**config.mk**
```make
export PLATFORM = sky130hd
export DESIGN_NAME = cacheline_burst_adaptor
export DESIGN_NICKNAME = d
export VERILOG_FILES = /design/src/rtl/cacheline_burst_adaptor.sv
export SDC_FILE = /design/constraint.sdc
export NUM_CORES = 1
export LEC_CHECK = 0
export ABC_AREA = 1
export CORE_AREA = 2 2 276 278
export CTS_BUF_LIST = sky130_fd_sc_hd__clkbuf_16
export DETAILED_ROUTE_END_ITERATION = 8
export DIE_AREA = 0 0 278 280
export GPL_TIMING_DRIVEN = 0
export PLACE_DENSITY = 0.64
export SETUP_SLACK_MARGIN = 0.5
export SYNTH_ARGS = -nofsm -noshare
export SYNTH_HDL_FRONTEND = slang
export SYNTH_SLANG_ARGS = --single-unit
```
**constraint.sdc**
```tcl
create_clock -name clk -period 2.2 [get_ports clk]
set_clock_uncertainty 0.15 [all_clocks]
set_input_delay 0.33 -clock clk [delete_from_list [all_inputs] [get_ports clk]]
set_output_delay 0.33 -clock clk [all_outputs]
set_load 0.1 [all_outputs]
```
**src/rtl/cacheline_burst_adaptor.sv**
```systemverilog
// rtl/cacheline_burst_adaptor.sv - splits whole-line pmem requests into fixed-length memory bursts
//
// Purpose: memory-side responder for the cache's physical-memory port. A line
// read or write from the cache is carried out as burst_len beats of s_burst
// bits on the main-memory bus. A single-cycle pmem_resp is returned once the
// whole line has moved.
//
// Ports:
//   clk, rst          clock; asynchronous active-low reset
//   pmem_read/write   line request from the cache, held until pmem_resp
//   pmem_address      line address (offset bits are ignored)
//   pmem_wdata        line to write
//   pmem_rdata        assembled read line (updated only by read beats)
//   pmem_resp         one-cycle completion pulse
//   mem_read/write    burst request towards main memory
//   mem_address       line-aligned burst address
//   mem_burst_o       current write beat (0 outside write bursts)
//   mem_burst_i       incoming read beat
//   mem_resp          one beat transferred this cycle
module cacheline_burst_adaptor #(
  parameter int s_offset  = 5,
  parameter int s_line    = 8 * (2 ** s_offset),
  parameter int s_burst   = 64,
  parameter int burst_len = s_line / s_burst
) (
  input  logic               clk,
  input  logic               rst,
  input  logic               pmem_read,
  input  logic               pmem_write,
  input  logic [31:0]        pmem_address,
  input  logic [s_line-1:0]  pmem_wdata,
  output logic [s_line-1:0]  pmem_rdata,
  output logic               pmem_resp,
  output logic               mem_read,
  output logic               mem_write,
  output logic [31:0]        mem_address,
  output logic [s_burst-1:0] mem_burst_o,
  input  logic [s_burst-1:0] mem_burst_i,
  input  logic               mem_resp
);

  localparam int cnt_w = (burst_len > 1) ? $clog2(burst_len) : 1;
  localparam logic [31:0] offset_mask = (32'd1 << s_offset) - 32'd1;
  localparam logic [cnt_w-1:0] last_idx = cnt_w'(burst_len - 1);

  typedef enum logic [1:0] {
    IDLE        = 2'd0,
    READ_BEATS  = 2'd1,
    WRITE_BEATS = 2'd2,
    DONE        = 2'd3
  } state_t;

  state_t            state;
  state_t            state_next;
  logic [cnt_w-1:0]  count;
  logic [31:0]       addr_q;
  logic [s_line-1:0] wdata_q;
  logic [s_line-1:0] rdata_q;
  logic              last_beat;

  // A beat completes the line only when it is actually accepted.
  assign last_beat = mem_resp && (count == last_idx);

  // State register
  always_ff @(posedge clk or negedge rst) begin
    if (!rst) begin
      state <= IDLE;
    end else begin
      state <= state_next;
    end
  end

  // Next-state logic; read has priority over write when both are requested.
  always_comb begin
    state_next = state;
    case (state)
      IDLE: begin
        if (pmem_read) begin
          state_next = READ_BEATS;
        end else if (pmem_write) begin
          state_next = WRITE_BEATS;
        end
      end
      READ_BEATS: begin
        if (last_beat) begin
          state_next = DONE;
        end
      end
      WRITE_BEATS: begin
        if (last_beat) begin
          state_next = DONE;
        end
      end
      DONE: begin
        // Requests still held here are ignored; the cache drops them next cycle.
        state_next = IDLE;
      end
      default: begin
        state_next = IDLE;
      end
    endcase
  end

  // Datapath registers: beat counter, address/wdata latches, read-line assembly.
  always_ff @(posedge clk or negedge rst) begin
    if (!rst) begin
      count   <= '0;
      addr_q  <= '0;
      wdata_q <= '0;
      rdata_q <= '0;
    end else begin
      case (state)
        IDLE: begin
          count <= '0;
          if (pmem_read) begin
            addr_q <= pmem_address & ~offset_mask;
          end else if (pmem_write) begin
            addr_q  <= pmem_address & ~offset_mask;
            wdata_q <= pmem_wdata;
          end
        end
        READ_BEATS: begin
          if (mem_resp) begin
            rdata_q[count * s_burst +: s_burst] <= mem_burst_i;
            count <= count + 1'b1;
          end
        end
        WRITE_BEATS: begin
          if (mem_resp) begin
            count <= count + 1'b1;
          end
        end
        default: begin
          count <= count;
        end
      endcase
    end
  end

  // Outputs depend on registered state only, so no input reaches an output
  // combinationally and reset clears every output immediately.
  always_comb begin
    pmem_resp   = 1'b0;
    mem_read    = 1'b0;
    mem_write   = 1'b0;
    mem_burst_o = '0;
    case (state)
      READ_BEATS: begin
        mem_read = 1'b1;
      end
      WRITE_BEATS: begin
        mem_write   = 1'b1;
        mem_burst_o = wdata_q[count * s_burst +: s_burst];
      end
      DONE: begin
        pmem_resp = 1'b1;
      end
      default: begin
        pmem_resp = 1'b0;
      end
    endcase
  end

  assign mem_address = addr_q;
  assign pmem_rdata  = rdata_q;

endmodule

```
# --- Word level (Yosys, flattened, before mapping) ---
# Index checks and enable logic that the tools add are counted.
totals:
  reg_bits: 548
  wordCells: 41
op_classes:
  addsub: 2
  n_eq_ne: 7
  shifts: 3
  mux: 13
  bitwise_logic: 1
  reduce_logical: 10
ops:
  columns: ["op", "n"]
  rows:
  - ["$bwmux 256", 1]
  - ["$shift 64x34->256 const A", 1]
  - ["$shiftx 256x9->64", 1]
  - ["$shiftx 64x34->256", 1]
  - ["$mux 32", 2]
  - ["$mux 64", 1]
  - ["$neg 8->34", 1]
  - ["$mux 2", 4]
  - ["$reduce_and 2->1", 4]
  - ["$eq 2x2->1 const B", 3]
  - ["$pmux 2 s3", 1]
  - ["$ne 2x1->1 const B", 2]
  - ["$pmux 2 s2", 1]
  - ["$reduce_bool 2->1", 2]
  - ["$mux 1", 3]
  - ["$ne 3x3->1 const B", 1]
  - ["$reduce_and 3->1", 1]
  - ["$add 2x1->2 const B", 1]
  - ["$eq 2x1->1 const B", 1]
  - ["$logic_not 2->1", 1]
  - ["$reduce_or 2->1", 1]
  - ["$logic_and 1x1->1", 1]
  - ["$not 1->1", 1]

# --- Depth between registers and ports, before layout ---
# Gate-level depths: netlist (run 1).
logic_depth:
  depth_word: 4
  mapped_depth: 11

# --- Worst setup path after synthesis (run 1) ---
# Ideal clock, no wire load.
synth_path:
  path_type: "flip-flop to output port"
  startpoint: "register state[0]"
  endpoint: "output port mem_burst_o[10]"
  arrival_time_ns: 3.191
  required_time_ns: 1.720
  path_slack_ns: -1.471
  stages_incl_launch_ff: 6
  path_buffers: 1
  path_cell_list: "dfrtp_1 > inv_1 > ha_1 > inv_2 > clkbuf_1 > a21oi_1"
synth_between:
  elab_chain_cells: 2
synth_rtl:
  columns: ["item", "line", "rtl"]
  rows:
  - ["start, declared", "53", "state_t state;"]
  - ["start signal, assigned", "69", "state <= state_next;"]
  - ["$eq 2x2->1", "147", "case (state)"]
  - ["$mux 64", "147", null]
  - ["end, declared", "37", "output logic [s_burst-1:0] mem_burst_o,"]
# Every way passes these cells.

# --- Final worst setup path (run 1) ---
layout_path:
  startpoint: "register count[0]"
  endpoint: "output port mem_burst_o[62]"
layout_between:
  elab_chain_cells: 2
layout_rtl:
  columns: ["item", "line", "rtl"]
  rows:
  - ["start, declared", "55", "logic [cnt_w-1:0] count;"]
  - ["start signal, assigned", "125", "count <= count + 1'b1;"]
  - ["start signal, assigned", "130", "count <= count + 1'b1;"]
  - ["start signal, assigned", "134", "count <= count;"]
  - ["$shiftx 256x9->64", "153", "mem_burst_o = wdata_q[count * s_burst +: s_burst];"]
  - ["$mux 64", "147", null]
# Every way passes these cells.

==> results of run 1 <==
[flip-flops by register name, indices dropped and copies added, names as in the netlist]
register,flops
state,2
pmem_rdata,256
wdata_q,256
count,2
mem_address,27
[routing by layer]
metal | track usage, % | up-vias | part of all wire, %
met5 | 0 | - | 0.21
met4 | 8.72 | 34 | 3.8
li1 | - | 10900 | -
met1 | 29.4 | 11100 | 38
met2 | 43.3 | 880 | 50
met3 | 7.90 | 230 | 8.6
[cells in the mapped netlist]
master,instances,area share [%]
nand3b_1,2,0.063
nor2_2,2,0.053
nand3_1,183,3.9
clkbuf_2,4,0.084
inv_2,5,0.079
nand2_2,4,0.11
nor2_1,310,4.9
buf_4,12,0.38
clkbuf_1,55,0.87
ha_1,9,0.47
o22ai_1,1,0.026
conb_1,1,0.016
o21ai_2,1,0.037
buf_1,12,0.19
inv_1,341,5.4
a21oi_1,320,6.7
nand3_2,4,0.17
inv_4,1,0.026
dfrtp_1,543,57
o21ai_1,125,2.6
buf_6,14,0.66
nand2_1,743,12
nor3_4,1,0.068
nand4_2,1,0.053
o21ai_0,108,2.3
buf_2,93,2.0
[layout make-up]
type / instances / area share (%)
flip-flops and latches: 543 / 34.0
repair buffers: 837 / 28.2
multi-input cells: 1820 / 23.1
plain buffers: 190 / 3.92
clock buffers: 60 / 3.75
inverters: 347 / 3.37
well taps: 978 / 3.06
clock inverters: 47 / 0.538
diodes: 9 / 0.0563
[power breakdown]
part           internal (mW)  switching (mW)  leakage (nW)  total (mW)
combinational           11.0            21.9          11.2        32.9
clock                   4.90            4.19         0.915        9.09
sequential              13.0            1.39          6.69        14.4
total                   28.9            27.5          18.8        56.4
[worst max-delay path by stage]
stage                             endpoint  slack (ns)            startpoint
2_1_floorplan              mem_burst_o[10]       -0.24  state[0]$_DFFE_PN0P_
3_3_place_gp   pmem_rdata[167]$_DFFE_PN0P_      -24.46                   rst
3_5_place_dp    pmem_rdata[17]$_DFFE_PN0P_       -1.74  count[0]$_DFFE_PN0P_
4_1_cts                    mem_burst_o[59]       -0.57  count[0]$_DFFE_PN0P_
5_1_grt                    mem_burst_o[62]       -0.62  count[0]$_DFFE_PN0P_
6_report                   mem_burst_o[62]       -0.52  count[0]$_DFFE_PN0P_
[timing repair]
| item | CTS | global route |
|---|---|---|
| buffers inserted | 19 | 97 |
| gates cloned | 3 | 12 |
| endpoints found under the hold margin | 219 | 67 |
| resized for setup | 959 | 1817 |
| setup endpoints to repair | 946 | 994 |
| pin swaps | 57 | 51 |
[worst register-to-register path: stages (launching register included)]
cell       delay (ns)
dfrtp_1          0.39
buf_12           0.17
clkinv_16        0.10
buf_16           0.16
buf_12           0.17
ha_4             0.29
inv_4            0.06
nor2_4           0.18
nand3_4          0.23
clkbuf_2         0.30
o21ai_1          0.19
[cells by family after synthesis]
family | share of synthesized area, %
other | 0.0158
adder cells (fa/ha/maj) | 0.474
buffers and inverters | 9.63
AO/OA/AOI/OAI | 11.7
AND/OR/NAND/NOR | 21.0
flip-flops | 57.2
==> reports/results.ini, run 1 <==
[outcome]
status = complete, but fails checks
violations = hold timing, setup timing

[worst_setup_path]
critPathTopFamily = buffers and inverters
r2r_start = count[0]$_DFFE_PN0P_
cp.required_ns = 1.72
slowest_delay_ns = 0.40
cp_num_buf_inv = 4
critPathCaptureType = primary output
cp_data_arrival_time_ns = 2.24
crit_slowest_cell = dfrtp_1
r2r_cells = 10
path_common_cell = buf_12
cp_cell_sequence = buf_12 > buf_8 > buf_6 > nand2_1 > nand3_4 > a21oi_4 > buf_12
cp-start-kind = flip-flop
path_max_fanout = 10
reg2reg_slack_ns = -0.27
crit-reg2reg-capture = pmem_rdata[102]$_DFFE_PN0P_
path_class = reg2out
cp.depth = 7

[route]
vias = 23100
viasPerCell = 4.79
drt_iter0_drc = 1565
drtPass1Iterations = 5
routedWlPerCell_um = 21.2
wirelength_mm = 102
drc = 0
antenna_left = 0

[clock_network]
path_clk_slew_ns = 0.06
cts-root-buf = clkbuf_16
clk_path_buf_depth = 3
clock_latency_ns = 0.62
cts_tree = built
cts_sinks = 543
h-tree-depth = 2
numCtsBuffers = 60

[sta]
fin_setup_tns_ns = -81.47
period_share_pct = 124
timing.final.ws_setup_ns = -0.518
hold_ws_ns = -0.507
finalSetupViolCount = 454
final_max_slew_viol_count = 0
worst_pin_slew_ns = 1.21
clock.fmax_mhz = 368
finalHoldViolCount = 209
rsz0062_at_grt = true
fin_crit_ns = 2.72
slew_headroom_pct = 19.9

[global_route]
grt_overflow = 0
grt_first_pass_wirelength_mm = 146
track_usage_pct = 25.1
antenna_found_initial = 27
grt_pass1_vias = 23200
grt_max_degree = 115

[final_layout]
postLayoutCoreUtil_pct = 53.2
final_common_cell = nand2_1
fillers = 6631
drive_gt1_share_pct = 22.9
final_cell_area_um2 = 40000
final_cell_mix = nand2_1 (720), dfrtp_1 (539), clkdlybuf4s50_1 (406), inv_1 (357), nor2_1 (300)
areaGrowthSynthToFinish_pct = 68.3
seqCellArea_um2 = 13600
fin_cells = 4831
nNetsFinal = 4165
multiInputGateArea_um2 = 9250

[placement]
dp_slack_ns = -1.74
hpwlAfterDp_mm = 76.0
post_dp_cell_area_um2 = 32800
gp_congestion = 0.916
dp_cells = 4583
port_buffers = 701

[synthesis]
ys_seq_elements = 543
ys_types = 26
ys_seq_area_share_pct = 57.2
avgSynthCellArea_um2 = 8.21
synthCells = 2895
yosysWarnings = 0
mappedNetlistArea_um2 = 23800

[min_path]
holdCritPathClass = in2async

[floorplanning]
fp.dieW_um = 278
fp.dieH_um = 280
rows = 101
die_area_um2 = 77800
ioPinCount = 712
start_util_pct = 31.6
coreArea_um2 = 75200

[power]
fin_total_pwr_mw = 56.4
p_leak_nw = 18.8
ir_drop_v = 0.000962
powerDensity_nw_per_um2 = 1410

[run]
drv_cap = 0

No activity file was read; power rests on OpenSTA's default activity.
==> run 2: changes to the inputs <==
- CAP_MARGIN: default -> 20
==> run 2 against run 1 <==
Against the previous run:
- maximum frequency is 0.64% lower
- the run still ends with hold timing, setup timing left
- largest power group unchanged
- combinational power is 6.7% higher
- critical endpoint unchanged
- total power is 5.2% higher
- critical path depth is 1 higher
- via count is 2.9% higher
- highest routed layer unchanged
- largest cell class is now non-clock buffers
==> reports/results.ini, run 2 (same netlist as run 1, synthesis figures left out) <==
[worst_setup_path]
cp_cell_sequence = buf_12 > inv_16 > buf_16 > buf_12 > nand2_2 > nand3_4 > a21oi_4 > buf_12
cp-start-kind = flip-flop
cp.required_ns = 1.72  ; about the same
slowest_delay_ns = 0.40  ; about the same
path_common_cell = buf_12
critPathCaptureType = primary output
cp_num_buf_inv = 5  ; +1
path_max_fanout = 9  ; -1
crit_slowest_cell = dfrtp_1
critPathTopFamily = buffers and inverters
cp_data_arrival_time_ns = 2.26  ; +0.02 ns
path_class = reg2out

[sta]
finalHoldViolCount = 203  ; -2.9%
hold_ws_ns = -0.513  ; -0.00606 ns
worst_pin_slew_ns = 0.960  ; -0.246 ns
period_share_pct = 124  ; +0.79 points
clock.fmax_mhz = 366  ; -0.64%
timing.final.ws_setup_ns = -0.535  ; -0.0174 ns
fin_crit_ns = 2.74  ; +0.0174 ns
finalSetupViolCount = 579  ; +28%
final_max_slew_viol_count = 0  ; unchanged
slew_headroom_pct = 36.2  ; +16 points
rsz0062_at_grt = true

[clock_network]
path_clk_slew_ns = 0.06  ; about the same
h-tree-depth = 2  ; unchanged
cts_sinks = 543  ; unchanged
clk_path_buf_depth = 3  ; unchanged
clock_latency_ns = 0.63  ; about the same
cts_tree = built
cts-root-buf = clkbuf_16
numCtsBuffers = 59  ; -1.7%

[placement]
gp_congestion = 0.916  ; unchanged
dp_slack_ns = -1.74  ; +0.000870 ns
hpwlAfterDp_mm = 75.9  ; -0.11%
port_buffers = 701  ; unchanged

[route]
drtPass1Iterations = 5  ; unchanged
routedWlPerCell_um = 21.9  ; +3.4%
drc = 0  ; unchanged
viasPerCell = 4.89  ; +2.1%
drt_iter0_drc = 1554  ; -0.70%
vias = 23800  ; +2.9%
antenna_left = 0  ; unchanged
wirelength_mm = 107  ; +4.2%

[min_path]
holdCritPathClass = in2async

[final_layout]
areaGrowthSynthToFinish_pct = 76.4
fillers = 6363  ; -4.0%
final_cell_mix = nand2_1 (678), dfrtp_1 (534), buf_12 (353), clkdlybuf4s50_1 (353), inv_1 (346)
seqCellArea_um2 = 13600  ; about the same
drive_gt1_share_pct = 28.9  ; +6.0 points
multiInputGateArea_um2 = 9880  ; +6.8%
final_common_cell = nand2_1
postLayoutCoreUtil_pct = 55.8  ; +2.6 points
nNetsFinal = 4195  ; +0.72%

[floorplanning]
start_util_pct = 31.6  ; unchanged
ioPinCount = 712  ; unchanged
fp.dieW_um = 278  ; unchanged
die_area_um2 = 77800  ; unchanged
rows = 101  ; unchanged
fp.dieH_um = 280  ; unchanged
coreArea_um2 = 75200  ; unchanged

[power]
p_leak_nw = 19.6  ; +4.2%
ir_drop_v = 0.000948  ; -1.4%
powerDensity_nw_per_um2 = 1410  ; +0.34%

[global_route]
grt_first_pass_wirelength_mm = 151  ; +3.1%
track_usage_pct = 25.8  ; +0.74 points
grt_overflow = 0  ; unchanged
grt_pass1_vias = 23500  ; +1.4%
antenna_found_initial = 31  ; +15%
grt_max_degree = 115  ; unchanged

[outcome]
violations = hold timing, setup timing
status = complete, but fails checks

[run]
drv_cap = 0  ; unchanged

## run 2: layout make-up
type,count,share of cell area [%]
Clock inverter,51,0.812
Sequential cell,543,32.4
Multi-Input combinational cell,1820,23.6
Timing Repair Buffer,868,29.3
Buffer,190,4.18
Antenna cell,14,0.0836
Tap cell,978,2.92
Clock buffer,60,3.58
Inverter,347,3.18
## run 2: path summary, 6_finish.rpt
| kind | startpoint | to | slack [ns] | cells after the start |
|---|---|---|---|---|
| hold / removal | rst | wdata_q[206]$_DFFE_PN0P_ | -0.51 | 1 |
| setup / recovery | count[0]$_DFFE_PN0P_ | mem_burst_o[62] | -0.54 | 8 |
| min in group clk | pmem_address[14] | mem_address[14]$_DFFE_PN0P_ | 0.11 | 3 |
| hold reg to reg | pmem_rdata[138]$_DFFE_PN0P_ | pmem_rdata[138]$_DFFE_PN0P_ | 0.33 | 2 |
| setup reg to reg | count[0]$_DFFE_PN0P_ | pmem_rdata[169]$_DFFE_PN0P_ | -0.35 | 14 |
| max in group asynchronous | rst | pmem_rdata[35]$_DFFE_PN0P_ | 0.46 | 4 |
## run 2: stage by stage
stage | cell area [um2] | hold WS [ns] | setup TNS [ns] | total power, mW | std cells
finish | 41900 | -0.513 | -100.30 | 59.3 | 4871
detailed placement | 32900 | 0.140 | -476.64 | 41.2 | 4586
global route | 41900 | -0.516 | -146.31 | 61.9 | 4861
floorplan | 24400 | -0.116 | -41.22 | 33.4 | 2899
global placement | 32700 | 0.312 | - | 41.0 | 4578
CTS | 37300 | -0.536 | -212.00 | 55.2 | 4749
## run 2: metal layers
metal	GRT usage [%]	wire, um	share of wire, %	up-vias
li1	-	-	-	10900
met2	44.9	53000	50	988
met1	30.0	39700	37	11600
met3	7.81	8610	8.1	290
met5	0	280	0.26	-
met4	9.22	5160	4.8	42
## run 2: worst register-to-register path, stage by stage, from the launching register on
cell and delay [ns]:
dfrtp_1 0.40, buf_12 0.17, inv_16 0.07, clkbuf_16 0.19
buf_16 0.15, buf_6 0.12, ha_4 0.29, inv_4 0.05
buf_6 0.12, nor3_4 0.22, buf_12 0.19, buf_12 0.11
buf_4 0.11, nand3b_1 0.08, nand2_1 0.07
## run 2: repair_timing
item                                   in CTS  in global routing
buffers inserted                           36                 99
gates cloned                               16                  8
setup endpoints to repair                 973                994
pin swaps                                  79                 68
gates resized for setup                   943               2532
endpoints found under the hold margin     219                 73
## run 2: power breakdown
part	switching [mW]	internal (mW)
Clock	4.30	5.38
Combinational	22.7	12.4
Sequential	1.55	13.0
Total	28.5	30.8
==> run 3: changes to the inputs <==
- ABC_CLOCK_PERIOD_IN_PS: default -> 2200
- PLACE_DENSITY: 0.64 -> 0.7
==> run 3 against run 2 <==
Against the previous run:
- the flow finishes with violations (setup timing)
- largest power group unchanged
- sequential power hardly changed
- clock power is 9.5% higher
- count of clock-buffer cells in the layout stayed put
- worst hold slack better by 0.63 ns
- first-iteration DRC count is 22% higher
- design area is 0.21% lower
- die area stayed put
- maximum frequency is 1.7% higher
- register-to-register slack worse by 0.03 ns
- combinational power hardly changed
- worst setup slack better by 0.046 ns
==> reports/results.ini, run 3 (same netlist as run 1, synthesis figures left out) <==
[outcome]
status = complete, but fails checks
violations = setup timing

[worst_setup_path]
crit_slowest_cell = dfrtp_1
slowest_delay_ns = 0.41  ; about the same
cp_num_buf_inv = 4  ; -1
cp_data_arrival_time_ns = 2.21  ; -0.05 ns
path_class = reg2out
cp_cell_sequence = buf_12 > buf_12 > buf_8 > nand2_1 > nand3_2 > a21oi_4 > buf_12
path_common_cell = buf_12
critPathTopFamily = buffers and inverters
path_max_fanout = 10  ; +1
critPathCaptureType = primary output
cp.required_ns = 1.72  ; about the same
cp-start-kind = flip-flop

[global_route]
antenna_found_initial = 19  ; -39%
grt_pass1_vias = 23200  ; -1.4%
grt_first_pass_wirelength_mm = 149  ; -1.0%
grt_max_degree = 125  ; +8.7%
grt_overflow = 0  ; unchanged
track_usage_pct = 25.7  ; -0.14 points

[route]
viasPerCell = 5.01  ; +2.3%
wirelength_mm = 110  ; +3.1%
drtPass1Iterations = 5  ; unchanged
antenna_left = 0  ; unchanged
drc = 0  ; unchanged
drt_iter0_drc = 1899  ; +22%
routedWlPerCell_um = 22.7  ; +3.3%
vias = 24300  ; +2.1%

[floorplanning]
coreArea_um2 = 75200  ; unchanged
fp.dieW_um = 278  ; unchanged
start_util_pct = 31.6  ; unchanged
fp.dieH_um = 280  ; unchanged
ioPinCount = 712  ; unchanged
die_area_um2 = 77800  ; unchanged
rows = 101  ; unchanged

[final_layout]
multiInputGateArea_um2 = 9640  ; -2.4%
seqCellArea_um2 = 13600  ; about the same
drive_gt1_share_pct = 27.7  ; -1.1 points
final_common_cell = nand2_1
fin_cells = 4861  ; -0.21%
areaGrowthSynthToFinish_pct = 76.0
fillers = 6256  ; -1.7%
nNetsFinal = 4192  ; -0.072%
final_cell_mix = nand2_1 (703), dfrtp_1 (532), buf_12 (365), clkdlybuf4s50_1 (353), inv_1 (342)

[clock_network]
numCtsBuffers = 60  ; +1.7%
clock_latency_ns = 0.63  ; about the same
cts_tree = built
path_clk_slew_ns = 0.07  ; about the same
cts_sinks = 543  ; unchanged
h-tree-depth = 2  ; unchanged
cts-root-buf = clkbuf_16
clk_path_buf_depth = 3  ; unchanged

[power]
clock_power_share_pct = 17.6  ; +1.3 points
p_leak_nw = 19.6  ; about the same
p_seq_share_pct = 24.4  ; -0.2 points
powerDensity_nw_per_um2 = 1430  ; +1.3%
switching_share_pct = 47.8  ; -0.30 points
p_sw_mw = 28.7  ; +0.45%
combinationalPowerShare_pct = 58.0  ; -1.1 points
ir_drop_v = 0.00114  ; +20%
p_int_mw = 31.3  ; +1.7%

[placement]
port_buffers = 701  ; unchanged
dp_cells = 4586  ; unchanged
dp_slack_ns = -1.77  ; -0.0303 ns
hpwlAfterDp_mm = 76.2  ; +0.45%
gp_congestion = 0.981  ; +7.1%

[sta]
slew_headroom_pct = 56.5  ; +20 points
fin_setup_tns_ns = -79.72  ; +20.58 ns
finalSetupViolCount = 445  ; -23%
rsz0062_at_grt = true
clock.fmax_mhz = 372  ; +1.7%
worst_pin_slew_ns = 0.653  ; -0.308 ns
period_share_pct = 122  ; -2.1 points
fin_crit_ns = 2.69  ; -0.0465 ns
final_max_slew_viol_count = 0  ; unchanged
finalHoldViolCount = 0  ; -100%
timing.final.ws_setup_ns = -0.489  ; +0.0465 ns

[run]
drv_cap = 0  ; unchanged

[min_path]
holdCritPathClass = in2reg

==> run 3: changes by cell type in the layout (fill, tap and decap cells not counted), sizes merged, moves of 2 or more <==
cell | before | now
buf | 645 | 637
clkinv | 37 | 32
inv | 356 | 353
clkinvlp | 1 | 4
clkbuf | 117 | 119
bufinv | 4 | 10
diode | 14 | 7
==> run 3: stage by stage <==
stage	hold WS [ns]	cell area (um2)	utilization [%]	power, mW
finish	0.114	41800	55.6	60.0
global route	0.108	41800	55.6	62.4
CTS	0.0819	36900	49.1	55.3
detailed placement	-0.0281	32900	43.7	41.3
global placement	0.312	32700	43.5	41.1
floorplan	-0.116	24400	-	33.4
==> run 3: cell type report <==
type                            instances  area share [%]
Clock inverter                         52            1.25
Sequential cell                       543            32.5
Inverter                              347            3.19
Tap cell                              978            2.92
Clock buffer                           60            3.59
Timing Repair Buffer                  862            29.3
Multi-Input combinational cell       1822            23.0
Antenna cell                            7          0.0419
Buffer                                190            4.18
==> run 3: power groups by stage <==
stage	clock network, mW	registers (mW)	logic, mW
6_report	10.6	14.6	34.8
5_1_grt	11.1	14.8	36.4
4_1_cts	10.7	14.1	30.5
3_5_place_dp	0	14.3	27.1
3_3_place_gp	0	14.3	26.7
2_1_floorplan	0	19.9	13.5
==> run 3: final timing paths <==
path | startpoint | to | slack (ns) | cells after the start
worst max-delay path | count[0]$_DFFE_PN0P_ | mem_burst_o[25] | -0.49 | 7
min in group asynchronous | rst | wdata_q[19]$_DFFE_PN0P_ | 0.19 | 3
max in group asynchronous | rst | pmem_rdata[49]$_DFFE_PN0P_ | 0.68 | 5
worst min-delay path | pmem_address[15] | mem_address[15]$_DFFE_PN0P_ | 0.11 | 3
worst min register to register | pmem_rdata[115]$_DFFE_PN0P_ | pmem_rdata[115]$_DFFE_PN0P_ | 0.35 | 2
worst max register to register | count[0]$_DFFE_PN0P_ | pmem_rdata[44]$_DFFE_PN0P_ | -0.38 | 11
==> run 3: repair_timing <==
action / CTS / global route
hold buffers: 2 / 1
gates cloned: 7 / 17
gates resized for setup: 973 / 2472
endpoints found under the setup margin: 891 / 1182
pin swaps: 41 / 58
endpoints found under the hold margin: 215 / 272
buffers inserted: 18 / 112
==> run 3: tightest hold or removal path, stage by stage <==
cell,delay [ns]
clkdlybuf4s50_1,0.39
inv_1,0.05
o21ai_0,0.07
==> run 3: layer usage <==
| metal | wire, um | up-vias | track usage [%] |
|---|---|---|---|
| met5 | 170 | - | 0 |
| met1 | 40800 | 11900 | 30.6 |
| met2 | 54600 | 1154 | 44.7 |
| met4 | 5800 | 26 | 9.59 |
| li1 | - | 10900 | - |
| met3 | 8740 | 301 | 6.32 |
